`src/rtl/ibex_pkg.sv`:
```
// ibex_pkg: shared types for the multdiv issue front-end.
//   md_op_e          - multdiv operator encoding
//   md_issue_state_e - issue front-end FSM states
//   md_req_t         - one latched request (also the result-cache tag)
package ibex_pkg;

   typedef enum logic [1:0] {
      MD_OP_MULL = 2'd0,
      MD_OP_MULH = 2'd1,
      MD_OP_DIV  = 2'd2,
      MD_OP_REM  = 2'd3
   } md_op_e;

   typedef enum logic [1:0] {
      MD_IDLE  = 2'd0,
      MD_ISSUE = 2'd1,
      MD_RESP  = 2'd2
   } md_issue_state_e;

   typedef struct packed {
      md_op_e      op;
      logic [1:0]  signed_mode;
      logic [31:0] op_a;
      logic [31:0] op_b;
   } md_req_t;

endpackage

```
`src/rtl/ibex_multdiv_result_cache.sv`:
```
// ibex_multdiv_result_cache: one-entry tag/data store with combinational hit.
//   clk_i, rst_ni  - clock, asynchronous active-low reset
//   wr_en          - write wr_tag/wr_data and mark the entry valid
//   wr_tag/wr_data - request fields and the multdiv result to remember
//   lookup         - incoming request fields to compare against the tag
//   hit, data      - entry valid and tag equal; cached result
module ibex_multdiv_result_cache
   import ibex_pkg::*;
#(
   parameter bit CACHE_EN = 1'b1
) (
   input  logic        clk_i,
   input  logic        rst_ni,
   input  logic        wr_en,
   input  md_req_t     wr_tag,
   input  logic [31:0] wr_data,
   input  md_req_t     lookup,
   output logic        hit,
   output logic [31:0] data
);

   md_req_t     tag_q;
   logic [31:0] data_q;
   logic        valid_q;

   always_ff @(posedge clk_i or negedge rst_ni) begin
      if (!rst_ni) begin
         tag_q   <= '0;
         data_q  <= '0;
         valid_q <= 1'b0;
      end else if (wr_en) begin
         tag_q   <= wr_tag;
         data_q  <= wr_data;
         valid_q <= 1'b1;
      end
   end

   assign hit  = CACHE_EN && valid_q && (tag_q == lookup);
   assign data = data_q;

endmodule

```
`src/rtl/ibex_multdiv_issue.sv`:
```
// ibex_multdiv_issue: request front-end for ibex_multdiv_slow with a one-entry result cache.
//   clk_i, rst_ni, flush_i       - clock, async active-low reset, abort in-flight work
//   req_*                        - valid/ready request: operator, signed mode, operands
//   mult_en_o, div_en_o          - enables held to the multdiv unit until md_valid_i
//   operator_o .. op_b_o         - latched request fields, change only on accept
//   md_valid_i, md_result_i      - multdiv completion and result
//   rsp_*                        - valid/ready response: result, cache-hit flag, latency
module ibex_multdiv_issue
   import ibex_pkg::*;
#(
   parameter bit          CACHE_EN = 1'b1,
   parameter int unsigned LAT_W    = 6
) (
   input  logic             clk_i,
   input  logic             rst_ni,
   input  logic             flush_i,
   input  logic             req_valid_i,
   output logic             req_ready_o,
   input  logic [1:0]       req_operator_i,
   input  logic [1:0]       req_signed_mode_i,
   input  logic [31:0]      req_op_a_i,
   input  logic [31:0]      req_op_b_i,
   output logic             mult_en_o,
   output logic             div_en_o,
   output logic [1:0]       operator_o,
   output logic [1:0]       signed_mode_o,
   output logic [31:0]      op_a_o,
   output logic [31:0]      op_b_o,
   input  logic             md_valid_i,
   input  logic [31:0]      md_result_i,
   output logic             rsp_valid_o,
   input  logic             rsp_ready_i,
   output logic [31:0]      rsp_result_o,
   output logic             rsp_cache_hit_o,
   output logic [LAT_W-1:0] rsp_lat_o
);

   md_issue_state_e  state_q, state_d;
   md_req_t          req_in, req_q;
   logic             accept, md_done, cache_hit;
   logic [31:0]      cache_data, result_q;
   logic             hit_q;
   logic [LAT_W-1:0] lat_q;

   assign req_in = '{op: md_op_e'(req_operator_i), signed_mode: req_signed_mode_i,
                     op_a: req_op_a_i, op_b: req_op_b_i};

   assign req_ready_o = (state_q == MD_IDLE);
   // flush suppresses the accept so nothing is latched and no cache lookup commits
   assign accept      = req_valid_i && req_ready_o && !flush_i;
   // a flushed completion must never reach the result register or the cache
   assign md_done     = (state_q == MD_ISSUE) && md_valid_i && !flush_i;

   ibex_multdiv_result_cache #(
      .CACHE_EN(CACHE_EN)
   ) u_cache (
      .clk_i  (clk_i),
      .rst_ni (rst_ni),
      .wr_en  (md_done),
      .wr_tag (req_q),
      .wr_data(md_result_i),
      .lookup (req_in),
      .hit    (cache_hit),
      .data   (cache_data)
   );

   always_ff @(posedge clk_i or negedge rst_ni) begin
      if (!rst_ni) state_q <= MD_IDLE;
      else         state_q <= state_d;
   end

   always_comb begin
      state_d = state_q;
      case (state_q)
         MD_IDLE:  if (accept)      state_d = cache_hit ? MD_RESP : MD_ISSUE;
         MD_ISSUE: if (md_valid_i)  state_d = MD_RESP;
         MD_RESP:  if (rsp_ready_i) state_d = MD_IDLE;
         default:                   state_d = MD_IDLE;
      endcase
      if (flush_i) state_d = MD_IDLE;
   end

   always_ff @(posedge clk_i or negedge rst_ni) begin
      if (!rst_ni) begin
         req_q    <= '0;
         result_q <= '0;
         hit_q    <= 1'b0;
         lat_q    <= '0;
      end else begin
         if (accept) begin
            req_q <= req_in;
            hit_q <= cache_hit;
            lat_q <= '0;
            if (cache_hit) result_q <= cache_data;
         end
         // the completion cycle itself is counted, so lat equals the number of enable cycles
         if (state_q == MD_ISSUE && !flush_i) lat_q <= &lat_q ? lat_q : lat_q + 1'b1;
         if (md_done) result_q <= md_result_i;
      end
   end

   assign mult_en_o       = (state_q == MD_ISSUE) && !req_q.op[1];
   assign div_en_o        = (state_q == MD_ISSUE) &&  req_q.op[1];
   assign operator_o      = req_q.op;
   assign signed_mode_o   = req_q.signed_mode;
   assign op_a_o          = req_q.op_a;
   assign op_b_o          = req_q.op_b;
   assign rsp_valid_o     = (state_q == MD_RESP);
   assign rsp_result_o    = result_q;
   assign rsp_cache_hit_o = hit_q;
   assign rsp_lat_o       = lat_q;

endmodule

```
`config.mk`:
```
export PLATFORM = sky130hd
export DESIGN_NAME = ibex_multdiv_issue
export DESIGN_NICKNAME = d
export VERILOG_FILES = /design/src/rtl/ibex_pkg.sv /design/src/rtl/ibex_multdiv_result_cache.sv /design/src/rtl/ibex_multdiv_issue.sv
export SDC_FILE = /design/constraint.sdc
export NUM_CORES = 1
export LEC_CHECK = 0
export ABC_AREA = 0
export CAP_MARGIN = 20
export CELL_PAD_IN_SITES_DETAIL_PLACEMENT = 1
export CELL_PAD_IN_SITES_GLOBAL_PLACEMENT = 2
export CORE_MARGIN = 2
export CORE_UTILIZATION = 32
export DETAILED_ROUTE_END_ITERATION = 10
export PLACE_DENSITY = 0.84
export SYNTH_ARGS = -nofsm -noshare
export SYNTH_HDL_FRONTEND = slang
export SYNTH_SLANG_ARGS = --single-unit
```
`constraint.sdc`:
```
create_clock -name clk_i -period 3.6 [get_ports clk_i]
set_input_delay 0.72 -clock clk_i [delete_from_list [all_inputs] [get_ports clk_i]]
set_output_delay 0.72 -clock clk_i [all_outputs]
set_load 0.05 [all_outputs]
```
==> metrics.md <==
| Metric | Value |
|---|---|
| Status | complete, no violations |
| Reg2Reg Depth | 7 |
| Post-synth ARST share | 1.00 |
| Clock buffer count from CTS | 25 |
| Ys Warns | 0 |
| Share of final-layout standard cells stronger than drive strength 1 | 0.0525 |
| Part of the power in combinational logic | 0.314 |
| Remaining max-slew budget at the tightest pin | 0.343 |
| Boundary pin count | around 220 |
| Wire length of the first global-routing pass | approximately 47000 um |
| Peak clock frequency supported by timing | 0.347 GHz |
| Top_reg_cell synth | dfrtp_1 |
| Final critical-path required period | 2.89 ns |
| Number of cells produced by synthesis | between 1k and 1.5k |
| Clk pin slew, worst setup/hold paths | roughly 0.06 ns |
| CTS tree | yes |
| Vias in the first global route | just over 8k |
| Static Leak | 5.93 nW |
| Crit start category | register |
| Required time reported for the critical path endpoint | 2.88 ns |
| Clock Latency Late Sink | 0.52 ns |
| Chip height | 173 um |
| Area after DPL | 11700 um2 |
| Net load switching power | 3.14 mW |
| Port bufs | 216 |
| Post-CTS sizing | 0 |
| Routed Antenna Nets | 0 |
| GPL Wtd Cong | 0.752 |
| Number of flops mapped to enable cells by yosys | 0 |
| FP Rows | 61 |
| Number of levels in the clock H-tree | 1 |
| Largest area contributor in the netlist | dfrtp_1 |
| Design Area, Final | ~13000 um2 |
| WL/cell | 18.1 um |
| Pins over their slew limit | 0 |
| Hold Fails Final Rpt | 0 |
| Post-CTS setup repair buffer count | 0 |
| Horizontal extent of the die | approximately 170 um |
| Initial Utilization | 0.326 |
| Final Skew | 0.0116 ns |
| Initial antenna violation count | 3 |
| Arr. time, crit path | 2.17 ns |
| Vias after detailed routing | 7715 |
| Transition time at the pin with the least slew margin | 0.985 ns |
| Clock share of power | 0.297 |
| Net count, final | 1328 |
| Setup repair after global routing missed its margin | false |
| Biggest fanout along the worst timing path | 4 |
| Hold buffer count at CTS | 0 |
| Detailed router's first-iteration violation count | 409 |
| Post-synthesis register bit count | 210 |
| CTS sink cnt | 210 |
| Synth cell types | 36 |
| Longest Clk Path Bufs | 3 |
| Register area share after synthesis | 0.578 |
| Post-DP HPWL | 19800 um |
| Syn Std Cell Area | 9090 um2 |
| Max capacitance violation total | 0 |
| Sequential fraction of design power | 0.389 |
| Global-route total usage across every layer | 0.197 |
| Sw frac | 0.361 |
| Hold/Removal Path Class | in -> async |
| DRC violations left | 0 |
| Setup tns final | 0 ns |
| Final Setup Violations | 0 |
| Total grt overflow | 0 |
| Area enclosed by the die boundary | between 20000 and 30000 um2 |
| Detailed-router iteration count before antenna repair | 4 |
| Wirelength, routed | 29300 um |
| Int Power | 5.56 mW |
| Area of the core | 27900 um2 |
| Biggest area contributors in the synthesized netlist | dfrtp_1 58%, nand2_1 22%, xnor2_1 3.8% |
| Nature of the critical path endpoint | output pin |
| Max VDD drop | 0.364 mV |
| Final period utilization | 0.801 |
| Vias per std cell | 4.77 |
| Critical path type | reg -> out |
| Synth-to-layout area growth | 38.4% |
| Largest net degree at the start of global routing | 84 |
| Power density of the placed cells | 692 nW/um2 |
| Area share of the leading cell type in the synthesized netlist | 0.578 |
| Mapped Nets | 1120 |
| Clock root cell | clkbuf_16 |
| Synthesized area per cell | 8.97 um2 |
==> placed cells by master (no fill, tap or decap), types with 2 or more instances in the layout <==
master	instances
a2111oi_0	4
and3_1	2
buf_12	5
buf_4	15
bufinv_16	3
clkbuf_1	6
clkbuf_16	25
clkbuf_8	5
clkdlybuf4s50_1	215
clkinv_2	5
dfrtp_1	210
inv_1	11
nand2_1	525
nand2b_1	13
nand3_1	2
nand4_1	10
nand4b_1	32
nor2_1	9
nor2b_1	14
nor4_1	4
o2111ai_1	4
o211ai_1	33
o21ai_0	13
o22ai_1	3
or4_1	2
xnor2_1	39
xor2_1	13
==> flip-flops by register name (all words and copies together) (netlist names) <==
signal and flops:
operator_o 2, rsp_cache_hit_o 1, u_cache.valid_q 1, op_b_o 32, signed_mode_o 2, state_q 2, rsp_lat_o 6, rsp_result_o 32
op_a_o 32, u_cache.data 32, u_cache.tag_q 68
==> synthesized netlist by cell type, types with 2 or more instances <==
master and n:
nand4_1 10, o2111ai_1 4, nand4b_1 32, o21ai_0 13
clkbuf_1 47, nand3_1 2, nor2b_1 14, dfrtp_1 210
xor2_1 13, nand2b_1 13, and3_1 2, nand2_1 526
nor2_1 9, buf_2 3, o22ai_1 3, inv_1 11
a2111oi_0 4, xnor2_1 39, o211ai_1 33, buf_4 4
or4_1 2, nor4_1 5
==> through the flow <==
stage,hold slack [ns],instances,utilization,total power [mW],setup WS [ns]
final,0.189,1617,0.451,8.70,0.715
after global routing,0.239,1616,0.451,9.18,0.459
after CTS,0.230,1616,0.451,8.83,0.709
after detailed placement,0.454,1572,0.421,6.19,0.216
after global placement,0.444,1572,0.421,6.11,0.255
after floorplan,0.424,1013,-,5.07,0.954
==> worst max-delay path, cell delays in order (launching register included) <==
cell and delay, ns:
dfrtp_1 0.41, nand2b_1 0.24, nor2_1 0.16, clkdlybuf4s50_1 0.84
==> cells by family (layout without fill, tap and decap cells) <==
kind of cell,Yosys count,after routing,synth area share
flip-flops,210,210,0.578
AND/OR/NAND/NOR,622,622,0.292
buffers and inverters,66,291,0.0293
XOR/XNOR,52,52,0.0501
multiplexers,1,1,0.00110
adder cells (fa/ha/maj),1,1,0.00138
other,0,1,0
AO/OA/AOI/OAI,61,61,0.0476
==> routing by layer <==
layer / part of all wire / GRT usage
met1: 0.46 / 0.269
met2: 0.45 / 0.312
met3: 0.077 / 0.0597
met4: 0.016 / 0.0370
met5: 0.00044 / 0
==> final timing paths <==
path / start / end / slack, ns
worst min-delay path: rst_ni / rsp_result_o[10] / 0.19
worst max-delay path: state_q[1] / div_en_o / 0.71
max in group asynchronous: rst_ni / rsp_result_o[12] / 2.53
min in group clk_i: u_cache.data[25] / u_cache.data[25] / 0.46
worst min register to register: u_cache.data[25] / u_cache.data[25] / 0.46
worst max register to register: u_cache.tag_q[26] / rsp_result_o[9] / 1.00
==> area by class of cell <==
class	instances	area, um2
fill	3229	15300
sequential	210	5260
multi-input combinational	737	3590
timing repair buffer	236	2380
clock buffer	36	717
tap	378	473
clock inverter	8	115
inverter	11	41.3
antenna	1	2.50
==> power groups by stage <==
stage | Sequential, mW | Clock (mW) | Combinational (mW)
floorplan | 4.24 | 0 | 0.828
CTS | 3.39 | 2.66 | 2.78
detailed placement | 3.42 | 0 | 2.77
global placement | 3.39 | 0 | 2.72
finish | 3.38 | 2.59 | 2.73
global route | 3.47 | 2.75 | 2.96
Note: power is estimated with default switching activity, not from simulation.
